### src/rtl/uart_parity_rx.sv
// Serial frame receiver (start, 8 data LSB-first, parity, stop) with parity and framing checks.
// All frame decisions use the synchronised line; results are presented with a one-cycle valid pulse.
module uart_parity_rx #(
    parameter int CLKS_PER_BIT = 16
) (
    input  logic       clk,
    input  logic       rst,
    input  logic       rx_in,
    input  logic       parity_type,
    output logic [7:0] data_out,
    output logic       data_valid,
    output logic       parity_err,
    output logic       frame_err,
    output logic       busy
);

    localparam logic [15:0] HALF_LAST = 16'(CLKS_PER_BIT / 2 - 1);
    localparam logic [15:0] BIT_LAST  = 16'(CLKS_PER_BIT - 1);

    typedef enum logic [2:0] {
        IDLE,
        START,
        DATA,
        PARITY,
        STOP,
        WAIT_IDLE
    } state_t;

    state_t      state;
    logic [1:0]  rx_sync;
    logic        rx_s;
    logic [15:0] cnt;
    logic [2:0]  bit_cnt;
    logic [7:0]  shreg;
    logic        par_type_l;
    logic        par_err_q;
    logic [1:0]  vld_pipe;
    logic        mid_bit;
    logic        exp_par;

    assign rx_s       = rx_sync[1];
    assign mid_bit    = (cnt == BIT_LAST);
    assign exp_par    = par_type_l ? ^shreg : ~^shreg;
    assign data_valid = vld_pipe[1];

    always_ff @(posedge clk) begin
        if (rst) begin
            rx_sync <= 2'b11;
        end else begin
            rx_sync <= {rx_sync[0], rx_in};
        end
    end

    always_ff @(posedge clk) begin
        if (rst) begin
            state      <= IDLE;
            cnt        <= '0;
            bit_cnt    <= '0;
            shreg      <= '0;
            par_type_l <= 1'b0;
            par_err_q  <= 1'b0;
            vld_pipe   <= '0;
            data_out   <= '0;
            parity_err <= 1'b0;
            frame_err  <= 1'b0;
            busy       <= 1'b0;
        end else begin
            // stop-bit sample lands in vld_pipe[0]; the visible pulse follows one cycle later
            vld_pipe <= {vld_pipe[0], 1'b0};
            case (state)
                IDLE: begin
                    cnt <= '0;
                    if (!rx_s) begin
                        state <= START;
                        busy  <= 1'b1;
                    end
                end
                START: begin
                    if (cnt == HALF_LAST) begin
                        cnt <= '0;
                        if (!rx_s) begin
                            state      <= DATA;
                            par_type_l <= parity_type;
                        end else begin
                            state <= IDLE;
                            busy  <= 1'b0;
                        end
                    end else begin
                        cnt <= cnt + 16'd1;
                    end
                end
                DATA: begin
                    if (mid_bit) begin
                        cnt   <= '0;
                        shreg <= {rx_s, shreg[7:1]};
                        if (bit_cnt == 3'd7) begin
                            bit_cnt <= '0;
                            state   <= PARITY;
                        end else begin
                            bit_cnt <= bit_cnt + 3'd1;
                        end
                    end else begin
                        cnt <= cnt + 16'd1;
                    end
                end
                PARITY: begin
                    if (mid_bit) begin
                        cnt       <= '0;
                        par_err_q <= (rx_s != exp_par);
                        state     <= STOP;
                    end else begin
                        cnt <= cnt + 16'd1;
                    end
                end
                STOP: begin
                    if (mid_bit) begin
                        cnt         <= '0;
                        data_out    <= shreg;
                        parity_err  <= par_err_q;
                        frame_err   <= ~rx_s;
                        vld_pipe[0] <= 1'b1;
                        if (rx_s) begin
                            state <= IDLE;
                            busy  <= 1'b0;
                        end else begin
                            state <= WAIT_IDLE;
                        end
                    end else begin
                        cnt <= cnt + 16'd1;
                    end
                end
                WAIT_IDLE: begin
                    // a held-low line (break) must not look like a fresh start bit
                    cnt <= '0;
                    if (rx_s) begin
                        state <= IDLE;
                        busy  <= 1'b0;
                    end
                end
                default: begin
                    state <= IDLE;
                    busy  <= 1'b0;
                    cnt   <= '0;
                end
            endcase
        end
    end

endmodule

### config.mk
export PLATFORM = sky130hd
export DESIGN_NAME = uart_parity_rx
export DESIGN_NICKNAME = d
export VERILOG_FILES = /design/src/rtl/uart_parity_rx.sv
export SDC_FILE = /design/constraint.sdc
export NUM_CORES = 1
export LEC_CHECK = 0
export CORE_ASPECT_RATIO = 1.2
export CORE_MARGIN = 1
export CORE_UTILIZATION = 40
export DETAILED_ROUTE_END_ITERATION = 10
export GPL_TIMING_DRIVEN = 0
export SETUP_SLACK_MARGIN = 0.02
export SYNTH_ARGS = -nofsm -noshare
export SYNTH_HDL_FRONTEND = slang
export SYNTH_SLANG_ARGS = --single-unit
### constraint.sdc
create_clock -name clk -period 2.3 [get_ports clk]
set_input_delay 0.575 -clock clk [delete_from_list [all_inputs] [get_ports clk]]
set_output_delay 0.575 -clock clk [all_outputs]
set_load 0.005 [all_outputs]
# Word-level counts from Yosys, hierarchy flattened

Index checks and enable logic that the tools add are counted.

Reductions and logical operators: 12
$add $sub $neg: 2
Equality and inequality tests: 16
Multiplexer cells: 21
Bitwise operators: 3

Operators with widths:

| cell                  | number |
|---|---|
| $mux 16               | 2 |
| $pmux 16 s2           | 1 |
| $mux 3                | 9 |
| $pmux 3 s6            | 1 |
| $add 16x1->16 const B | 1 |
| $eq 16x3->1 const B   | 1 |
| $eq 16x4->1 const B   | 1 |
| $ne 2x2->1 const B    | 7 |
| $eq 3x3->1 const B    | 3 |
| $reduce_xnor 8->1     | 1 |
| $reduce_xor 8->1      | 1 |
| $reduce_and 7->1      | 1 |
| $eq 3x2->1 const B    | 2 |
| $mux 1                | 6 |
| $reduce_and 2->1      | 3 |
| $pmux 1 s5            | 1 |
| $reduce_and 4->1      | 1 |
| $reduce_or 2->1       | 2 |
| $add 3x1->3 const B   | 1 |
| $eq 3x1->1 const B    | 1 |
| $logic_not 3->1       | 1 |
| $not 1->1             | 3 |
| $reduce_and 3->1      | 1 |
| $reduce_or 3->1       | 1 |
| other kinds (2)       | 2 |

Output and inout bits: 12
Input bits: 4
Register bits: 47

# Longest topological paths before layout

Gate-level depths: netlist of run 1.

Depth in word-level cells: 4
Gate-level depth with buffers: 7

# Worst setup path after synthesis of run 1

OpenSTA, ideal clock, no wires.

Path kind: register to register
Start point: reg cnt[0]
End point: reg state[0]
Setup slack: 514 ps
Cell stages (with the launch flop): 7
Path buffers: 0
Arrival: 1715 ps
Setup time: 70 ps
Path through: dfxtp_1 ha_1 and3_1 and4_4 o32ai_2 or4b_1 a21oi_1

Longest elaborated chain between the ends: 3

Ends and longest elaborated chain:

| what                                       | line   | text |
|---|---|---|
| from (decl)                                | 32     | `logic [15:0] cnt;` |
| from (signal assigned)                     | 89     | `cnt <= cnt + 16'd1;` |
| from (signal assigned)                     | 103    | `cnt <= cnt + 16'd1;` |
| from (signal assigned)                     | 112    | `cnt <= cnt + 16'd1;` |
| $eq 16x4->1 or $eq 16x3->1 (tied branches) | 42, 79 |  |
| $ne 2x2->1 (no line)                       | n/a    |  |
| $reduce_and 7->1 (no line) *               | n/a    |  |
| to (signal assigned)                       | 56     | `state <= IDLE;` |
| to (signal assigned)                       | 74     | `state <= START;` |
| to (signal assigned)                       | 82     | `state <= DATA;` |
| to (decl)                                  | 29     | `state_t state;` |

Mark *: on every way between the ends. The rest lies on a longest branch, timed or not.
A chain may end at the register's enable or synchronous reset.

# Final worst setup path of run 1

Start point: reg cnt[0]
End point: reg cnt[3]

Longest elaborated chain between the ends: 3

Ends and longest elaborated chain:

| what                                        | line | text |
|---|---|---|
| $add 16x1->16, or another cell as far along | n/a  |  |
| $mux 16 (on tied branches)                  | n/a  |  |
| $pmux 16 s2 *                               | 70   | `case (state)` |

Marked as above.

==> results.ini, run 1 <==
[sta]
rsz0062_at_grt=no
hold_violations=0
finalSetupTns_ns=0
fin_skew_ns=0.00986
period_share_pct=89.5
finalHoldWorstSlack_ns=0.419
slew_headroom_pct=67.3
fmax_mhz=486
slew_violations=0
setup-violations-final=0
tightest_slew_ns=0.491
min_period_ns=2.06

[clock_tree]
clock_path_buffers=2
htree_levels=2
tritoncts=yes
cts_buffers=5
path_clk_slew_ns=0.08
cts_setup_buffers=0
cts_sinks=47
clock_latency_ns=0.30
cts_resized=0
cts_hold_buf=0
clockRootBuffer=clkbuf_8

[logic_synthesis]
postSynthCellCount=235
synth_warnings=0
ys_types=37
ys_ff_latch=47
yosysSeqAreaShare_pct=46.4
synth_top_area_share_pct=46.4
synth_area_mm2=0.00203
synth_fp_nets=242
synthTopCellsByArea=dfxtp_1, nand2_1, xnor2_1, a21oi_1, nor2_1
yosysTopAreaCell=dfxtp_1
syn-mean-instance-area_um2=8.62

[setup_path]
end_kind=register
cp.required_ns=2.49
slowest_stage=dfxtp_1
crit_buf_inv=1
start_kind=register
worstPathMaxFanout=10
critPathMaxStageDelay_ns=0.36
crit_chain=ha_1 > and3_1 > and4_4 > o32ai_2 > o21ai_2 > buf_2 > nor2_1
crit_type=register to register
arrival_ns=2.25
critPathTopFamily=simple AND/OR/NAND/NOR gates

[die]
fp.dieW_um=67.0
dieHeight_um=80.0
rows=28
io_pins=16
coreArea_mm2=0.00490
die-area_mm2=0.00535
initial_core_util_pct=41.3

[placement]
place_area_mm2=0.00225
io_buffers=15
globalplace.congestion=0.753
dp_hpwl_um=2630

[power]
vdd_drop_max_mv=0.400
p_per_area_mw_per_mm2=685
p_leak_nw=0.837

[routing]
drc=0
dr.pass1.iters=4
vias=1605
drt_wl_total_um=3780
drt_iter0_markers=42
routedWlPerCell_um=11.9
viasPerCell=5.05
ant_nets=0

[finish]
layout-drive-gt1-share_pct=7.75
final_net_count=264
antenna_cells=0
area_growth_pct=17.9
final_common_cell=nand2_1
finalInstanceArea_mm2=0.00239
layout_common_cells=nand2_1, dfxtp_1, nor2_1, a21oi_1, clkdlybuf4s50_1

[grt]
grt-ovfl-total=0
grt_usage_pct=16.2
grt_max_degree=16
antenna_found_initial=0
grt_pass1_wl_um=6490
grt_pass1_vias=1429

[worst_hold_path]
hp-class=register to register

[run_status]
status=completed

[run]
cap_violations=0

-- state kept, by name, indices dropped and copies added, names as in the netlist --
| signal | cells |
|---|---|
| cnt | 16 |
| data_out | 8 |
| shreg | 8 |
| bit_cnt | 3 |
| state | 3 |
| rx_sync | 2 |
| vld_pipe | 2 |
| busy | 1 |
| frame_err | 1 |
| par_err_q | 1 |
| par_type_l | 1 |
| parity_err | 1 |
-- final timing paths --
path	from	end	slack, ns	depth (start not counted)
setup / recovery	cnt[0]$_SDFF_PP0_	cnt[3]$_SDFF_PP0_	0.24	7
setup reg to reg	cnt[0]$_SDFF_PP0_	cnt[3]$_SDFF_PP0_	0.24	7
hold / removal	rx_sync[0]$_SDFF_PP1_	rx_sync[1]$_SDFF_PP1_	0.42	1
hold reg to reg	rx_sync[0]$_SDFF_PP1_	rx_sync[1]$_SDFF_PP1_	0.42	1
-- per-stage QoR --
step / instances / total power, mW / setup slack [ns] / util [%]
after floorplan: 235 / 0.915 / 0.514 / -
after global placement: 310 / 0.944 / 0.266 / 45.9
after detailed placement: 310 / 0.945 / 0.268 / 45.9
after CTS: 318 / 1.65 / 0.244 / 48.7
after global routing: 318 / 1.69 / 0.123 / 48.7
final: 318 / 1.63 / 0.242 / 48.7
-- synthesized netlist by cell type (all sizes together) --
cell type  count
a21oi         24
a221oi         1
a2bb2oi        1
and2           1
and3           5
and3b          1
and4           4
buf            3
clkbuf         7
dfxtp         47
ha             3
inv            2
mux2i          2
nand2         51
nand2b         4
nand3          7
nand3b         1
nand4          2
nor2          24
nor2b          3
nor3           3
nor3b          1
nor4           3
nor4bb         1
o21ai          4
o21bai         1
o32ai          1
o41ai          1
or2            3
or3            1
or4b           1
xnor2         14
xnor3          1
xor2           7
-- cell type report --
cell class / instances / area [µm²]
Buffer: 10 / 41.3
Clock buffer: 5 / 68.8
Clock inverter: 3 / 67.6
Fill cell: 480 / 2520
Inverter: 2 / 7.51
Multi-Input combinational cell: 176 / 1040
Sequential cell: 47 / 941
Tap cell: 60 / 75.1
Timing Repair Buffer: 15 / 150
-- power by group --
| part | leakage [nW] | internal (mW) | switching [mW] | total, mW |
|---|---|---|---|---|
| Combinational | 0.394 | 0.0373 | 0.0567 | 0.0939 |
| Clock | 0.0644 | 0.433 | 0.276 | 0.710 |
| Sequential | 0.379 | 0.824 | 0.00767 | 0.831 |
| Total | 0.837 | 1.29 | 0.341 | 1.63 |
-- routing by layer --
metal	wire length [µm]	vias to the layer above	share of wire (%)	track usage, %
met3	103	6	2.7	3.86
met1	1810	743	48	19.5
met5	0	-	0	0
met4	78	0	2.1	7.66
li1	-	836	-	-
met2	1790	20	47	26.6
-- cell families (layout without fill, tap and decap cells) --
| group | count (synthesis) | in the layout | share of synthesized area, % |
|---|---|---|---|
| AND/OR/NAND/NOR | 116 | 116 | 28.5 |
| flip-flops | 47 | 47 | 46.4 |
| AO/OA/AOI/OAI | 33 | 33 | 9.57 |
| XOR/XNOR | 22 | 22 | 10.2 |
| buffers and inverters | 12 | 35 | 2.41 |
| adder cells (fa/ha/maj) | 3 | 3 | 1.85 |
| multiplexers | 2 | 2 | 0.988 |
No activity file was read; power rests on OpenSTA's default activity.
==> run 2: changes to the inputs <==
SKIP_CTS_REPAIR_TIMING = 1   (was not set)
==> results of run 2 <==
Same layout as run 1: the final DEF is identical, and so are final timing and power.
